[config.mk]
export PLATFORM = sky130hd
export DESIGN_NAME = pipeline_trace_buffer
export DESIGN_NICKNAME = d
export VERILOG_FILES = /design/src/rtl/pipeline_trace_buffer.sv
export SDC_FILE = /design/constraint.sdc
export NUM_CORES = 2
export LEC_CHECK = 0
export ABC_AREA = 1
export BUFFER_PORTS_ARGS = -buffer_cell sky130_fd_sc_hd__buf_2
export CAP_MARGIN = 20
export CORE_MARGIN = 5
export CORE_UTILIZATION = 45
export DETAILED_ROUTE_END_ITERATION = 8
export HOLD_SLACK_MARGIN = 0.06
export PLACE_DENSITY_LB_ADDON = 0.1
export SYNTH_ARGS = -nofsm -noshare
export SYNTH_HDL_FRONTEND = slang
export SYNTH_SLANG_ARGS = --single-unit
[constraint.sdc]
create_clock -name clk -period 10.3 [get_ports clk]
set_input_delay 1.03 -clock clk [delete_from_list [all_inputs] [get_ports clk]]
set_output_delay 1.03 -clock clk [all_outputs]
set_load 0.1 [all_outputs]
[src/rtl/pipeline_trace_buffer.sv]
// On-chip trace buffer: captures write-back records into a circular buffer, stops a fixed
// number of records after a PC trigger, then streams the window out oldest-first.
// Optional macro TRACE_FILTER_REGWR_EN: only records with cap_reg_wr=1 are captured.
module pipeline_trace_buffer #(
    parameter int unsigned XLEN      = 32,
    parameter int unsigned DEPTH     = 16,
    parameter int unsigned POST_TRIG = 4
) (
    input  logic                         clk,
    input  logic                         rst,
    input  logic                         enable,
    input  logic                         clear,
    input  logic                         arm,
    input  logic [XLEN-1:0]              trig_pc,
    input  logic                         cap_valid,
    input  logic [XLEN-1:0]              cap_pc,
    input  logic [31:0]                  cap_instr,
    input  logic [4:0]                   cap_rd,
    input  logic [XLEN-1:0]              cap_wb_data,
    input  logic                         cap_reg_wr,
    input  logic                         rd_ready,
    output logic                         rd_valid,
    output logic [XLEN-1:0]              rd_pc,
    output logic [31:0]                  rd_instr,
    output logic [4:0]                   rd_rd,
    output logic [XLEN-1:0]              rd_data,
    output logic                         rd_reg_wr,
    output logic                         rd_last,
    output logic [1:0]                   state,
    output logic [$clog2(DEPTH+1)-1:0]   fill,
    output logic                         wrapped
);

    localparam int unsigned AW = $clog2(DEPTH);
    localparam int unsigned FW = $clog2(DEPTH + 1);

    typedef enum logic [1:0] {StIdle = 2'b00, StArmed = 2'b01, StPost = 2'b10, StDone = 2'b11}
        state_e;

    state_e          state_q;
    logic [AW-1:0]   wr_ptr_q;
    logic [AW-1:0]   rd_ptr_q;
    logic [FW-1:0]   fill_q;
    logic [FW-1:0]   post_cnt_q;
    logic            wrapped_q;

    logic [XLEN-1:0] pc_mem    [DEPTH];
    logic [31:0]     instr_mem [DEPTH];
    logic [4:0]      rd_mem    [DEPTH];
    logic [XLEN-1:0] data_mem  [DEPTH];
    logic            regwr_mem [DEPTH];

    logic            capture;
    logic            wr_en;
    logic            rd_fire;
    logic [FW-1:0]   fill_inc;
    logic [AW-1:0]   oldest_ptr;

    always_comb begin
        capture = enable && cap_valid;
`ifdef TRACE_FILTER_REGWR_EN
        capture = capture && cap_reg_wr;
`endif
        wr_en    = capture && !clear && (state_q == StArmed || state_q == StPost);
        fill_inc = (fill_q == FW'(DEPTH)) ? fill_q : fill_q + FW'(1);
        // Oldest entry once the current write lands; DEPTH truncates to 0 mod DEPTH.
        oldest_ptr = wr_ptr_q + AW'(1) - AW'(fill_inc);
    end

    assign rd_valid  = (state_q == StDone) && (fill_q != '0);
    assign rd_last   = rd_valid && (fill_q == FW'(1));
    assign rd_fire   = rd_valid && rd_ready;
    assign rd_pc     = pc_mem[rd_ptr_q];
    assign rd_instr  = instr_mem[rd_ptr_q];
    assign rd_rd     = rd_mem[rd_ptr_q];
    assign rd_data   = data_mem[rd_ptr_q];
    assign rd_reg_wr = regwr_mem[rd_ptr_q];
    assign state     = state_q;
    assign fill      = fill_q;
    assign wrapped   = wrapped_q;

    always_ff @(posedge clk) begin
        if (wr_en) begin
            pc_mem[wr_ptr_q]    <= cap_pc;
            instr_mem[wr_ptr_q] <= cap_instr;
            rd_mem[wr_ptr_q]    <= cap_rd;
            data_mem[wr_ptr_q]  <= cap_wb_data;
            regwr_mem[wr_ptr_q] <= cap_reg_wr;
        end
    end

    always_ff @(posedge clk or negedge rst) begin
        if (!rst) begin
            state_q    <= StIdle;
            wr_ptr_q   <= '0;
            rd_ptr_q   <= '0;
            fill_q     <= '0;
            post_cnt_q <= '0;
            wrapped_q  <= 1'b0;
        end else if (clear) begin
            state_q    <= StIdle;
            fill_q     <= '0;
            post_cnt_q <= '0;
        end else begin
            if (wr_en) begin
                wr_ptr_q <= wr_ptr_q + AW'(1);
                fill_q   <= fill_inc;
                if (fill_q == FW'(DEPTH)) begin
                    wrapped_q <= 1'b1;
                end
            end
            unique case (state_q)
                StIdle: begin
                    if (arm) begin
                        state_q   <= StArmed;
                        fill_q    <= '0;
                        wrapped_q <= 1'b0;
                    end
                end
                StArmed: begin
                    if (wr_en && cap_pc == trig_pc) begin
                        if (POST_TRIG == 0) begin
                            state_q  <= StDone;
                            rd_ptr_q <= oldest_ptr;
                        end else begin
                            state_q    <= StPost;
                            post_cnt_q <= FW'(POST_TRIG);
                        end
                    end
                end
                StPost: begin
                    if (wr_en) begin
                        post_cnt_q <= post_cnt_q - FW'(1);
                        if (post_cnt_q == FW'(1)) begin
                            state_q  <= StDone;
                            rd_ptr_q <= oldest_ptr;
                        end
                    end
                end
                StDone: begin
                    if (rd_fire) begin
                        rd_ptr_q <= rd_ptr_q + AW'(1);
                        fill_q   <= fill_q - FW'(1);
                        if (fill_q == FW'(1)) begin
                            state_q <= StIdle;
                        end
                    end
                end
                default: state_q <= StIdle;
            endcase
        end
    end

endmodule

==> impl_metrics.ini <==
[status]
status = complete, no violations

[worst_setup_path]
path_cells = buf_4 -> buf_12 -> o21ai_0 -> o221ai_1 -> o211ai_1 -> nand2_1 -> buf_2
critPathMaxFanout = 183
cp.required_ns = 9.27
cpLargestDelayFamily = buffers and inverters
reg2reg_depth = 8
crit_type = flip-flop to output port
arrival_ns = 5.04
crit_path_top_delay_cell = dfrtp_4
r2r_start = state[0]$_DFFE_PN0P_
worstReg2RegEnd = data_mem[14][6]$_DFFE_PP_
critPathLaunchType = flip-flop
rrSetupSlack_ns = 6.18
critical-path-max-stage-delay_ns = 1.12
crit_path_end_kind = output port
path_buf_inv = 3

[pwr]
total_power_mw = 22.36
ir_drop_v = 0.0003361
power_density_nw_per_um2 = 304.0
p_leak_nw = 24.34

[detailed_routing]
initialDrtViolationCount = 3117
wl_um = 168600
wl_per_cell_um = 25.73
antenna_left = 0
drt-vias-per-instance = 5.774
drcViolationCount = 0
vias = 37840
drtPass1Iterations = 5

[timing]
slew_violations = 0
slew_headroom = 0.04391
tightest_slew_ns = 1.434
fin_crit_sh = 0.5897
tns_ns = 0
min_period_ns = 6.074
finalHoldViolations = 0
final-setup-viol-count = 0
clock.fmax_mhz = 164.6
fin_skew_ns = 0.01590
rsz0062_at_grt = no

[clock_tree]
ctsResizeCount = 0
cts_buffers = 173
htree_levels = 4
cts_setup_buffers = 0
cts_tree = built
clockBufferDepth = 3
cts_sinks = 1653
cts_hold_buf = 0
cts_root_buffer = clkbuf_16
clk_pin_slew_ns = 0.06
clock_latency_ns = 0.77

[cells_and_area]
final_cell_mix = edfxtp_1 (1632), nor2_1 (653), o21ai_0 (419)
nets = 4651
fillers = 12230
final_common_cell = edfxtp_1
area_growth_pct = 12.14
drive_gt1_frac = 0.1213
fin_util = 0.5065

[grt]
grt_antenna_before_repair = 25
grt_pass1_wl_um = 247400
first_global_vias = 37180
grt_max_degree = 277
overflow = 0
track_usage = 0.2175

[run]
drv_cap = 0

[logic_synthesis]
yosys.area.top_type = edfxtp_1
synthFlopType = edfxtp_1
yosysTopAreaCellShare = 0.7473
synth_fp_nets = 4478
synth_edf_count = 1632
syn_inst = 4318
syn_area_sq_um = 65580
ys_ff_latch = 1653
async_flop_share = 0.01270
avgSynthCellArea_sq_um = 15.19
yosysSeqAreaShare = 0.7553
yosysUniqueCellTypes = 35
synth_area_leaders = edfxtp_1 (75%), mux2i_1 (4.6%), o221ai_1 (4.1%)
synth_warnings = 0

[placed_design]
io_buffer_count = 252
routabilityCongestion = 0.7401
hpwl_um = 78160

[floorplanning]
core.rowCount = 140
initial_core_util = 0.4516
boundaryPins = 253
die_w_um = 391.8
fp.dieH_um = 391.8
die-area_sq_um = 153500
placeableCoreArea_sq_um = 145200

[hold_path]
holdCritPathClass = input port to async pin
==> layout make-up <==
| type | count | area (sq um) | share of cell area |
|---|---|---|---|
| Antenna cell | 13 | 32.53 | 0.0004423 |
| Clock buffer | 232 | 4678 | 0.06361 |
| Clock inverter | 75 | 624.3 | 0.008489 |
| Inverter | 45 | 205.2 | 0.002790 |
| Multi-Input combinational cell | 2309 | 14200 | 0.1931 |
| Sequential cell | 1653 | 49550 | 0.6737 |
| Tap cell | 1917 | 2399 | 0.03261 |
| Timing Repair Buffer | 309 | 1859 | 0.02528 |
==> worst max path at each step <==
| stage | startpoint | slack [ns] | to | cells past startpoint |
|---|---|---|---|---|
| finish | rd_ptr_q[0]$_DFFE_PN0P_ | 4.23 | rd_instr[28] | 7 |
| global route | rd_ptr_q[0]$_DFFE_PN0P_ | 3.97 | rd_instr[7] | 7 |
| CTS | rd_ptr_q[0]$_DFFE_PN0P_ | 4.16 | rd_instr[7] | 7 |
| detailed placement | rd_ptr_q[0]$_DFFE_PN0P_ | 5.05 | rd_instr[7] | 7 |
| global placement | rd_ptr_q[0]$_DFFE_PN0P_ | 5.10 | rd_data[15] | 7 |
| floorplan | state[0]$_DFFE_PN0P_ | 3.38 | data_mem[0][0]$_DFFE_PP_ | 7 |
==> per-layer routing <==
layer  routed length (um)  share of wire  global-route usage  vias to the layer above
met4                 3456          0.020             0.05287                        6
met3                 8917          0.053             0.03462                      257
met2                81250           0.48              0.3634                     1006
met5                   39        0.00023                   0                        -
met1                74970           0.44              0.3016                    19400
li1                     -              -                   -                    17170
==> sequential cells by signal (all words and copies together) (netlist names) <==
register	flops
data_mem	512
fill	5
instr_mem	512
pc_mem	512
post_cnt_q	5
rd_mem	80
rd_ptr_q	4
regwr_mem	16
state	2
wr_ptr_q	4
wrapped	1
==> where the power goes <==
group	internal (mW)	switching, mW
combinational	1.93	6.79
sequential	7.51	0.233
clock	3.42	2.48
==> worst reg2reg max path, cell delays in order (launching register included) <==
cell     delay [ns]
dfrtp_1        0.45
inv_1          0.09
ha_1           0.39
nand4_4        0.21
inv_2          0.28
nand2_1        0.31
nor2_4         0.79
buf_4          0.58
buf_4          0.61
==> Yosys cell counts, types with 2 or more instances <==
cell type	count
a21oi_1	9
a31oi_1	2
buf_1	6
buf_12	12
buf_2	62
buf_4	23
buf_6	19
buf_8	11
clkbuf_1	178
dfrtp_1	21
edfxtp_1	1632
ha_1	18
inv_1	41
inv_2	3
mux2i_1	304
nand2_1	184
nand2_2	2
nand3_1	127
nand4_1	3
nor2_1	669
nor3_1	13
o211ai_1	100
o21ai_0	419
o21ai_1	9
o221ai_1	304
o22ai_1	10
o31ai_1	2
o32ai_1	94
or2_2	3
xnor2_1	13
xor2_1	21
==> cell families after synthesis <==
| group | after synthesis | share of synthesized area |
|---|---|---|
| AND/OR/NAND/NOR | 1003 | 0.06069 |
| buffers and inverters | 356 | 0.03003 |
| adder cells (fa/ha/maj) | 19 | 0.003739 |
| AO/OA/AOI/OAI | 949 | 0.09932 |
| flip-flops | 1653 | 0.7553 |
| XOR/XNOR | 34 | 0.004541 |
| multiplexers | 304 | 0.04640 |
==> metrics by stage <==
stage	worst slack, ns	cell area (sq um)	hold WS [ns]	instances
after detailed placement	5.046	68210	0.4597	6233
after global placement	5.099	68180	0.4586	6232
after global routing	3.969	73520	0.2357	6543
after floorplan	3.378	65580	0.4419	4318
final	4.226	73550	0.2313	6553
after CTS	4.159	73510	0.1844	6540
(Power assumes the default switching activity.)
